$ cat config.mk
export PLATFORM = sky130hd
export DESIGN_NAME = cordic_range_reducer_flat
export DESIGN_NICKNAME = d
export VERILOG_FILES = /design/src/rtl/cordic_pkg.sv /design/src/rtl/cordic_range_reducer_if.sv /design/src/rtl/cordic_range_reducer_quadrant_fold.sv /design/src/rtl/cordic_range_reducer.sv /design/src/flat_wrapper.sv
export SDC_FILE = /design/constraint.sdc
export NUM_CORES = 1
export LEC_CHECK = 0
export CAP_MARGIN = 10
export CORE_MARGIN = 10
export CORE_UTILIZATION = 50
export CTS_BUF_LIST = sky130_fd_sc_hd__clkbuf_16
export CTS_CLUSTER_SIZE = 24
export DETAILED_ROUTE_END_ITERATION = 10
export PLACE_DENSITY = 0.72
export SLEW_MARGIN = 30
export SYNTH_ARGS = -nofsm -noshare
export SYNTH_HDL_FRONTEND = slang
export SYNTH_SLANG_ARGS = --single-unit
$ cat constraint.sdc
create_clock -name clk -period 5.5 [get_ports clk]
set_input_delay 1.1 -clock clk [delete_from_list [all_inputs] [get_ports clk]]
set_output_delay 1.1 -clock clk [all_outputs]
set_load 0.005 [all_outputs]
$ cat src/rtl/cordic_pkg.sv
// Shared types and angle constants for the CORDIC range reducer.
// Constants are derived from a Q4.60 pi so any FRAC up to 60 rounds correctly.
package cordic_pkg;

  typedef enum logic [1:0] {StIdle, StWrap, StFold, StDone} state_e;

  // pi * 2^60, truncated; the next hex digit is 3, so rounding at FRAC <= 56 is exact.
  localparam logic [63:0] PiQ60 = 64'h3243_F6A8_885A_308D;

  // round(quarters * pi/2 * 2^frac); quarters in {1,2,3,4}.
  function automatic logic [63:0] angle_const(input int unsigned quarters,
                                              input int unsigned frac);
    logic [67:0] prod;
    prod = 68'(quarters) * {4'b0000, PiQ60};
    prod = prod + (68'd1 << (60 - frac));
    return 64'(prod >> (61 - frac));
  endfunction

endpackage

$ cat src/rtl/cordic_range_reducer_if.sv
// Start/done handshake and result bus between a requester and the range reducer.
interface cordic_range_reducer_if #(
  parameter int unsigned W = 32
);
  logic         start;
  logic [W-1:0] angle_in;
  logic         operation_in;
  logic         ready;
  logic         done;
  logic [W-1:0] angle_out;
  logic [1:0]   shift_region_flag;
  logic         operation_out;

  modport master (
    output start, angle_in, operation_in,
    input  ready, done, angle_out, shift_region_flag, operation_out
  );

  modport slave (
    input  start, angle_in, operation_in,
    output ready, done, angle_out, shift_region_flag, operation_out
  );
endinterface

$ cat src/rtl/cordic_range_reducer_quadrant_fold.sv
// Folds an angle in [0, 2pi) into [0, pi/2] and reports which results need negating.
module cordic_range_reducer_quadrant_fold
  import cordic_pkg::*;
#(
  parameter int unsigned W    = 32,
  parameter int unsigned FRAC = 28
) (
  input  logic [W-1:0] i_r,
  output logic [W-1:0] o_angle,
  output logic [1:0]   o_flag
);
  localparam logic [W-1:0] PI_2       = W'(angle_const(1, FRAC));
  localparam logic [W-1:0] PI         = W'(angle_const(2, FRAC));
  localparam logic [W-1:0] THREE_PI_2 = W'(angle_const(3, FRAC));
  localparam logic [W-1:0] TWO_PI     = W'(angle_const(4, FRAC));

  // i_r is non-negative here, so unsigned compares are safe; bit0 negates cos, bit1 sin.
  always_comb begin
    o_angle = i_r;
    o_flag  = 2'b00;
    if (i_r <= PI_2) begin
      o_angle = i_r;
      o_flag  = 2'b00;
    end else if (i_r <= PI) begin
      o_angle = PI - i_r;
      o_flag  = 2'b01;
    end else if (i_r < THREE_PI_2) begin
      o_angle = i_r - PI;
      o_flag  = 2'b11;
    end else begin
      o_angle = TWO_PI - i_r;
      o_flag  = 2'b10;
    end
  end

endmodule

$ cat src/rtl/cordic_range_reducer.sv
// Wraps a signed angle into [0, 2pi), then folds it into the first quadrant.
// One angle in flight; done pulses 2+n edges after start, n = wrap corrections.
module cordic_range_reducer
  import cordic_pkg::*;
#(
  parameter int unsigned W    = 32,
  parameter int unsigned FRAC = 28
) (
  input logic                   clk,
  input logic                   rst,
  cordic_range_reducer_if.slave bus
);
  localparam logic signed [W-1:0] TWO_PI = W'(angle_const(4, FRAC));

  state_e              r_state, w_state_next;
  logic signed [W-1:0] r_acc;
  logic                r_op;
  logic [W-1:0]        r_angle_out;
  logic [1:0]          r_flag;
  logic                r_op_out;
  logic [W-1:0]        w_fold_angle;
  logic [1:0]          w_fold_flag;
  logic                w_acc_neg;
  logic                w_acc_big;

  assign w_acc_neg = r_acc[W-1];
  assign w_acc_big = r_acc >= TWO_PI;

  cordic_range_reducer_quadrant_fold #(
    .W    (W),
    .FRAC (FRAC)
  ) u_fold (
    .i_r     (r_acc),
    .o_angle (w_fold_angle),
    .o_flag  (w_fold_flag)
  );

  always_comb begin
    w_state_next = r_state;
    unique case (r_state)
      StIdle: if (bus.start) w_state_next = StWrap;
      StWrap: if (!w_acc_neg && !w_acc_big) w_state_next = StFold;
      StFold: w_state_next = StDone;
      StDone: w_state_next = StIdle;
      default: w_state_next = StIdle;
    endcase
  end

  always_ff @(posedge clk) begin
    if (rst) begin
      r_state     <= StIdle;
      r_acc       <= '0;
      r_op        <= 1'b0;
      r_angle_out <= '0;
      r_flag      <= 2'b00;
      r_op_out    <= 1'b0;
    end else begin
      r_state <= w_state_next;
      unique case (r_state)
        StIdle: begin
          if (bus.start) begin
            r_acc <= bus.angle_in;
            r_op  <= bus.operation_in;
          end
        end
        StWrap: begin
          if (w_acc_neg)      r_acc <= r_acc + TWO_PI;
          else if (w_acc_big) r_acc <= r_acc - TWO_PI;
        end
        StFold: begin
          r_angle_out <= w_fold_angle;
          r_flag      <= w_fold_flag;
          r_op_out    <= r_op;
        end
        default: ;
      endcase
    end
  end

  assign bus.ready             = (r_state == StIdle);
  assign bus.done              = (r_state == StDone);
  assign bus.angle_out         = r_angle_out;
  assign bus.shift_region_flag = r_flag;
  assign bus.operation_out     = r_op_out;

endmodule

$ cat src/flat_wrapper.sv
// flat-port wrapper written by rule: the top's interface ports become plain ports
module cordic_range_reducer_flat import cordic_pkg::*;
#(
  parameter int unsigned W    = 32,
  parameter int unsigned FRAC = 28
)
  (clk, rst, bus_start, bus_angle_in, bus_operation_in, bus_ready, bus_done, bus_angle_out, bus_shift_region_flag, bus_operation_out);
  cordic_range_reducer_if #(.W(W)) bus_i ();
  input logic clk;
  input logic rst;
  input wire logic [$bits(bus_i.start)-1:0] bus_start;
  input wire logic [$bits(bus_i.angle_in)-1:0] bus_angle_in;
  input wire logic [$bits(bus_i.operation_in)-1:0] bus_operation_in;
  output wire logic [$bits(bus_i.ready)-1:0] bus_ready;
  output wire logic [$bits(bus_i.done)-1:0] bus_done;
  output wire logic [$bits(bus_i.angle_out)-1:0] bus_angle_out;
  output wire logic [$bits(bus_i.shift_region_flag)-1:0] bus_shift_region_flag;
  output wire logic [$bits(bus_i.operation_out)-1:0] bus_operation_out;
  assign bus_i.start = bus_start;
  assign bus_i.angle_in = bus_angle_in;
  assign bus_i.operation_in = bus_operation_in;
  assign bus_ready = bus_i.ready;
  assign bus_done = bus_i.done;
  assign bus_angle_out = bus_i.angle_out;
  assign bus_shift_region_flag = bus_i.shift_region_flag;
  assign bus_operation_out = bus_i.operation_out;
  cordic_range_reducer #(.W(W), .FRAC(FRAC)) u_core (.clk(clk), .rst(rst), .bus(bus_i));
endmodule
After elaboration in Yosys (flattened, before gate mapping)
Index checks and enable logic that the tools add are counted.
{"block": "op_classes", "addsub": 5, "mul": 0, "div": 0, "order_cmp": 4, "n_eq_ne": 6, "shifts": 0, "mux": 13, "bitwise": 0, "n_reduce_logical": 9}
{"operator": "$mux 32", "n": 6}
{"operator": "$pmux 32 s2", "n": 1}
{"operator": "$add 32x32->32 const B", "n": 1}
{"operator": "$ge 32x32->1 const B", "n": 1}
{"operator": "$le 32x29->1 const B", "n": 1}
{"operator": "$le 32x30->1 const B", "n": 1}
{"operator": "$lt 32x31->1 const B", "n": 1}
{"operator": "$sub 30x32->32 const A", "n": 1}
{"operator": "$sub 31x32->32 const A", "n": 1}
{"operator": "$sub 32x30->32 const B", "n": 1}
{"operator": "$sub 32x32->32 const B", "n": 1}
{"operator": "$mux 2", "n": 4}
{"operator": "$pmux 2 s4", "n": 1}
{"operator": "$reduce_and 2->1", "n": 3}
{"operator": "$eq 2x2->1 const B", "n": 2}
{"operator": "$ne 3x1->1 const B", "n": 1}
{"operator": "$reduce_and 3->1", "n": 1}
{"operator": "$eq 2x1->1 const B", "n": 1}
{"operator": "$logic_not 1->1", "n": 2}
{"operator": "$logic_not 2->1", "n": 1}
{"operator": "$ne 2x1->1 const B", "n": 1}
{"operator": "$ne 2x2->1 const B", "n": 1}
{"operator": "$reduce_bool 2->1", "n": 1}
{"operator": "$logic_and 1x1->1", "n": 1}
{"operator": "$mux 1", "n": 1}
{"block": "word_totals", "register_bits": 70, "latch_bits": 0, "ramBits": 0, "romBits": 0, "inputBits": 36, "out_inout_bits": 37, "memories": 0}

Logic depth before layout (Yosys ltp)
{"block": "depth", "depth_word": 5, "mapped_depth": 12, "mapped_depth_nobuf": 10}

Modules after synthesis
From an unflattened synthesis, not the netlist that was laid out.
{"block": "unflattened", "cells_unflattened": 928, "area_unflattened_um2": 7185.6}
{"mod": "cordic_range_reducer", "n_inst": 1, "cells_each": 561, "area_each_um2": 4765.8, "seq_area_each_um2": 1401.3}
{"mod": "cordic_range_reducer_quadrant_fold", "n_inst": 1, "cells_each": 367, "area_each_um2": 2419.8, "seq_area_each_um2": 0.0}

Worst setup path before layout
OpenSTA, ideal clock, no wires.
{"block": "synth_timing", "kind": "reg-to-reg", "startpoint": "register u_core.r_acc[18]", "endpoint": "register u_core.r_angle_out[14], in the netlist u_core.bus.angle_out[14]", "setup_ps": 79, "t_arrival_ps": 3259, "required_time_ps": 5421, "slack_ps": 2162, "stages_incl_launch_ff": 11, "path_cell_list": "dfxtp_1 -> buf_6 -> or4_4 -> or3_1 -> or4_4 -> or4_4 -> buf_6 -> a2111oi_0 -> nor4b_2 -> xnor2_1 -> a211oi_2"}
{"block": "synth_between", "elab_chain_cells": 4, "word_cells_on_any_way": 6}
{"element": "from (decl)", "line_no": "cordic_range_reducer.sv:16", "rtl": "logic signed [W-1:0] r_acc;"}
{"element": "from (signal assigned)", "line_no": "cordic_range_reducer.sv:62", "rtl": "r_acc <= bus.angle_in;"}
{"element": "from (signal assigned)", "line_no": "cordic_range_reducer.sv:67", "rtl": "if (w_acc_neg) r_acc <= r_acc + TWO_PI;"}
{"element": "from (signal assigned)", "line_no": "cordic_range_reducer.sv:68", "rtl": "else if (w_acc_big) r_acc <= r_acc - TWO_PI;"}
{"element": "$lt 32x31->1", "line_no": "cordic_range_reducer_quadrant_fold.sv:27", "rtl": "end else if (i_r < THREE_PI_2) begin"}
{"element": "$mux 32", "line_no": "cordic_range_reducer_quadrant_fold.sv:27"}
{"element": "$mux 32", "line_no": "cordic_range_reducer_quadrant_fold.sv:24", "rtl": "end else if (i_r <= PI) begin"}
{"element": "$mux 32 (*)", "line_no": "cordic_range_reducer_quadrant_fold.sv:21", "rtl": "if (i_r <= PI_2) begin"}
{"element": "to (signal assigned)", "line_no": "cordic_range_reducer.sv:71", "rtl": "r_angle_out <= w_fold_angle;"}
{"element": "to (decl)", "line_no": "cordic_range_reducer.sv:18", "rtl": "logic [W-1:0] r_angle_out;"}
Mark *: on every way between the ends. The rest lies on a longest branch, timed or not.
A chain may end at the register's enable or synchronous reset.

Worst setup path in the final report
{"block": "layout_timing", "startpoint": "register u_core.r_acc[0]", "endpoint": "register u_core.r_angle_out[21], in the netlist u_core.bus.angle_out[21]"}
{"block": "layout_between", "elab_chain_cells": 4, "word_cells_on_any_way": 9}
{"element": "$sub 31x32->32, or another cell as far along", "line_no": "cordic_range_reducer_quadrant_fold.sv:31", "rtl": "o_angle = TWO_PI - i_r;"}
{"element": "$mux 32", "line_no": "cordic_range_reducer_quadrant_fold.sv:27"}
{"element": "$mux 32", "line_no": "cordic_range_reducer_quadrant_fold.sv:24"}
{"element": "$mux 32 (*)", "line_no": "cordic_range_reducer_quadrant_fold.sv:21"}
Marks and branches as above.

==> impl_results.md <==
- Run status: finished clean
- Diodes inserted: 0
- Dpl hpwl: 16,800 microns
- Async set-reset flop share out of synthesis: 0%
- Starting Density: 50.6%
- Max Cap Violations: 0
- PwrDens: 648 nW/um^2
- Post-route ant nets: 0
- Worst Hold Path EP: u_core.bus.shift_region_flag[0]$_SDFFE_PP0P_
- Critical path type: flop to flop
- H-tree depth: 3
- R2R Setup Slk: 1.53 ns
- LEAKAGE: 0.00242 uW
- RSZ-0062 raised after global routing: false
- Clock Tree Root: clkbuf_16
- WP data arrival: 4.24 ns
- Worst-path clk slew: 0.06 ns
- Placer congestion estimate: 1.01
- Slew Viols, Final: 0
- GRT Util Overall: 25.3%
- Maximum VDD drop: 0.306 mV
- Fin crit share: 72.1%
- Post-CTS setup buffers: 0
- FF-to-FF path depth: 11
- Syn Area/Cell: 7.01 sq um
- Clk buf depth: 2
- CTS tree: done
- CTS-repair resized insts: 0
- Rows: 42
- Input/output buffers: 72
- Clk sink count: 70
- Actual slew at the worst max-slew pin: 1.01 ns
- Min cycle time layout: 3.97 ns
- FMAX: 252 MHz
- FF/Latch Area: 1400 sq um
- Slowest-stage cell, CP: a2111oi_4
- Post-CTS Hold Buffers: 0
- Worst hold slack: 0.462 ns
- Hold Path Class: flop to flop
- CTS Buf Count: 9
- CP startpoint kind: flop
- Die width: 135 microns
- Multi-input logic area: 4750 sq um
- CP Capture Type: flop
- Post-layout nets: 991
- Routed vias/inst: 6.92
- Dpl ws: 1.66 ns
- DIE HEIGHT: 135 microns
- DRC viols: 0
- # fillers: 1,305
- Skew final: 0.00698 ns
- Worst-Skew Late Latency: 0.35 ns
- Fin. Hold Viols: 0
- Gr ovfl total: 0
- Core Box Area: 13,100 sq um
- Most common cell after layout, fill and taps aside: nor2_1
- Yosys reg bits: 70
- Total power: 4890 uW
- Slew headroom: 33.0%
- Final Worst Setup Slack: 1.53 ns
- Layout cell share with drive strength beyond 1: 6.11%
- EDFF count, synth: 0
- Hold path startpoint: u_core.bus.shift_region_flag[0]$_SDFFE_PP0P_
- Mapped Cells: 949
- Hold depth: 2
- Vias: 7,780
- Area growth, synth to finish: 13.7%
- Worst R2R End: u_core.bus.angle_out[21]$_SDFFE_PP0P_
- Register area share after synthesis: 21.1%
- Routed WL per cell: 21.3 microns
- Synthesized area: 6650 sq um
- DRT Wirelength: 24,000 microns
- IO Pins: 73
- # setup viols final: 0
- Highest-count cells in the layout ignoring fill and taps: nor2_1 (103), nand2_1 (90), clkdlybuf4s50_1 (71)
- Max FO, Critical Path: 14
- Ys Warns: 0
- Initial DRC Count: 1,319
- Post-Syn Nets: 994
- Synth Flop Type: dfxtp_1
- First-pass detailed-route iteration total: 6
- Setup TNS: 0 ns
- Initial antenna violation count: 0
- Crit-path cells: inv_1, ha_1, nor2b_1, o21ai_0, a31o_2, a2111oi_4, nor3_1, buf_4, a2111oi_1, xnor2_1, a211oi_2
- Required @ worst endpoint: 5.77 ns
- First-pass GRT wire length: 38,200 microns
- Slowest Stage Delay on Critical Path: 0.90 ns
- Reg-to-Reg Start: u_core.r_acc[0]$_SDFFE_PP0P_
- Largest net degree at the start of global routing: 64
- Full die area: 18,300 sq um
- Vias in the first global route: 6,942
- Count of cell types in the netlist: 83
state kept, by name, summed over array words and instances, names as in the netlist:
signal	count
u_core.bus.angle_out	32
u_core.bus.operation_out	1
u_core.bus.shift_region_flag	2
u_core.r_acc	32
u_core.r_op	1
u_core.r_state	2
critical path, delay by kind of cell, from the launching register on:
| kind | cells | cell delay [ns] |
|---|---|---|
| adder cells (fa/ha/maj) | 1 | 0.31 |
| AND/OR/NAND/NOR | 2 | 0.50 |
| flip-flops | 1 | 0.42 |
| XOR/XNOR | 1 | 0.19 |
| buffers and inverters | 2 | 0.44 |
| AO/OA/AOI/OAI | 5 | 2.01 |
Yosys cell counts, drive strengths merged, types with 4 or more instances:
master | number | area [sq um]
o21ai | 61 | 305
nor3 | 23 | 115
or4 | 8 | 71.3
a221oi | 7 | 61.3
or3 | 11 | 68.8
a31oi | 18 | 113
o211ai | 20 | 150
nand3 | 27 | 140
nor2 | 104 | 390
o311ai | 11 | 96.3
nor4 | 10 | 68.8
a311o | 5 | 50.1
o2111ai | 10 | 87.6
xnor2 | 25 | 219
and4 | 7 | 63.8
buf | 10 | 68.8
ha | 9 | 113
nand2 | 90 | 338
o41ai | 5 | 43.8
and3 | 10 | 62.6
a21o | 14 | 105
dfxtp | 70 | 1400
and2 | 6 | 37.5
a221o | 6 | 60.1
nand4 | 18 | 113
nor2b | 8 | 50.1
inv | 26 | 97.6
or2 | 7 | 43.8
a31o | 5 | 43.8
mux2i | 5 | 50.1
o22ai | 10 | 62.6
a2111oi | 9 | 98.8
o221ai | 14 | 123
a211oi | 29 | 228
o21a | 5 | 37.5
clkbuf | 90 | 339
o31a | 4 | 35.0
a21oi | 60 | 300
clkinv | 5 | 18.8
a32o | 4 | 40.0
a311oi | 24 | 210
o31ai | 9 | 67.6
a211o | 5 | 43.8
stage by stage:
step	instances	utilization [%]	instance area, sq um
finish	1125	57.5	7560
global route	1125	57.5	7560
CTS	1125	57.5	7560
floorplan	949	-	6650
detailed placement	1111	55.6	7310
global placement	1111	55.6	7310
final cells by class:
cell class | instances | area share, %
clock buffers | 9 | 2.98
clock inverters | 5 | 0.298
inverters | 31 | 1.54
multi-input cells | 748 | 62.9
flip-flops and latches | 70 | 18.5
well taps | 176 | 2.91
repair buffers | 86 | 10.9
logic make-up after synthesis:
kind of cell / Yosys count / share of synthesized area (%)
xor gates and xnor gates: 27 / 3.56
AOI/OAI and AO/OA: 360 / 38.9
buffers and inverters: 131 / 7.88
and+or+nand+nor: 345 / 25.7
muxes: 7 / 1.26
adders and majority gates: 9 / 1.69
DFF: 70 / 21.1
layer usage:
layer	global-route usage (%)	vias up	wire length (microns)
met4	11.1	0	720
met5	0	-	0
li1	-	3625	-
met2	36.0	505	9960
met3	4.90	67	2580
met1	36.0	3583	10700
worst max path at each step:
| stage | from | endpoint | depth (start not counted) |
|---|---|---|---|
| after floorplan | u_core.r_acc[18]$_SDFFE_PP0P_ | u_core.bus.angle_out[14]$_SDFFE_PP0P_ | 10 |
| final | u_core.r_acc[0]$_SDFFE_PP0P_ | u_core.bus.angle_out[21]$_SDFFE_PP0P_ | 11 |
| after global routing | u_core.r_acc[0]$_SDFFE_PP0P_ | u_core.r_acc[28]$_SDFFE_PP0P_ | 10 |
| after CTS | u_core.r_acc[0]$_SDFFE_PP0P_ | u_core.r_acc[0]$_SDFFE_PP0P_ | 10 |
| after global placement | u_core.r_acc[0]$_SDFFE_PP0P_ | u_core.bus.angle_out[21]$_SDFFE_PP0P_ | 11 |
| after detailed placement | u_core.r_acc[0]$_SDFFE_PP0P_ | u_core.bus.angle_out[26]$_SDFFE_PP0P_ | 11 |
power by group:
group,switching [uW],leakage (uW),internal [uW]
combinational,2000,0.00172,1220
sequential,460,0.000574,690
clock,228,0.000129,293
total,2690,0.00242,2200
(Power assumes the default switching activity.)
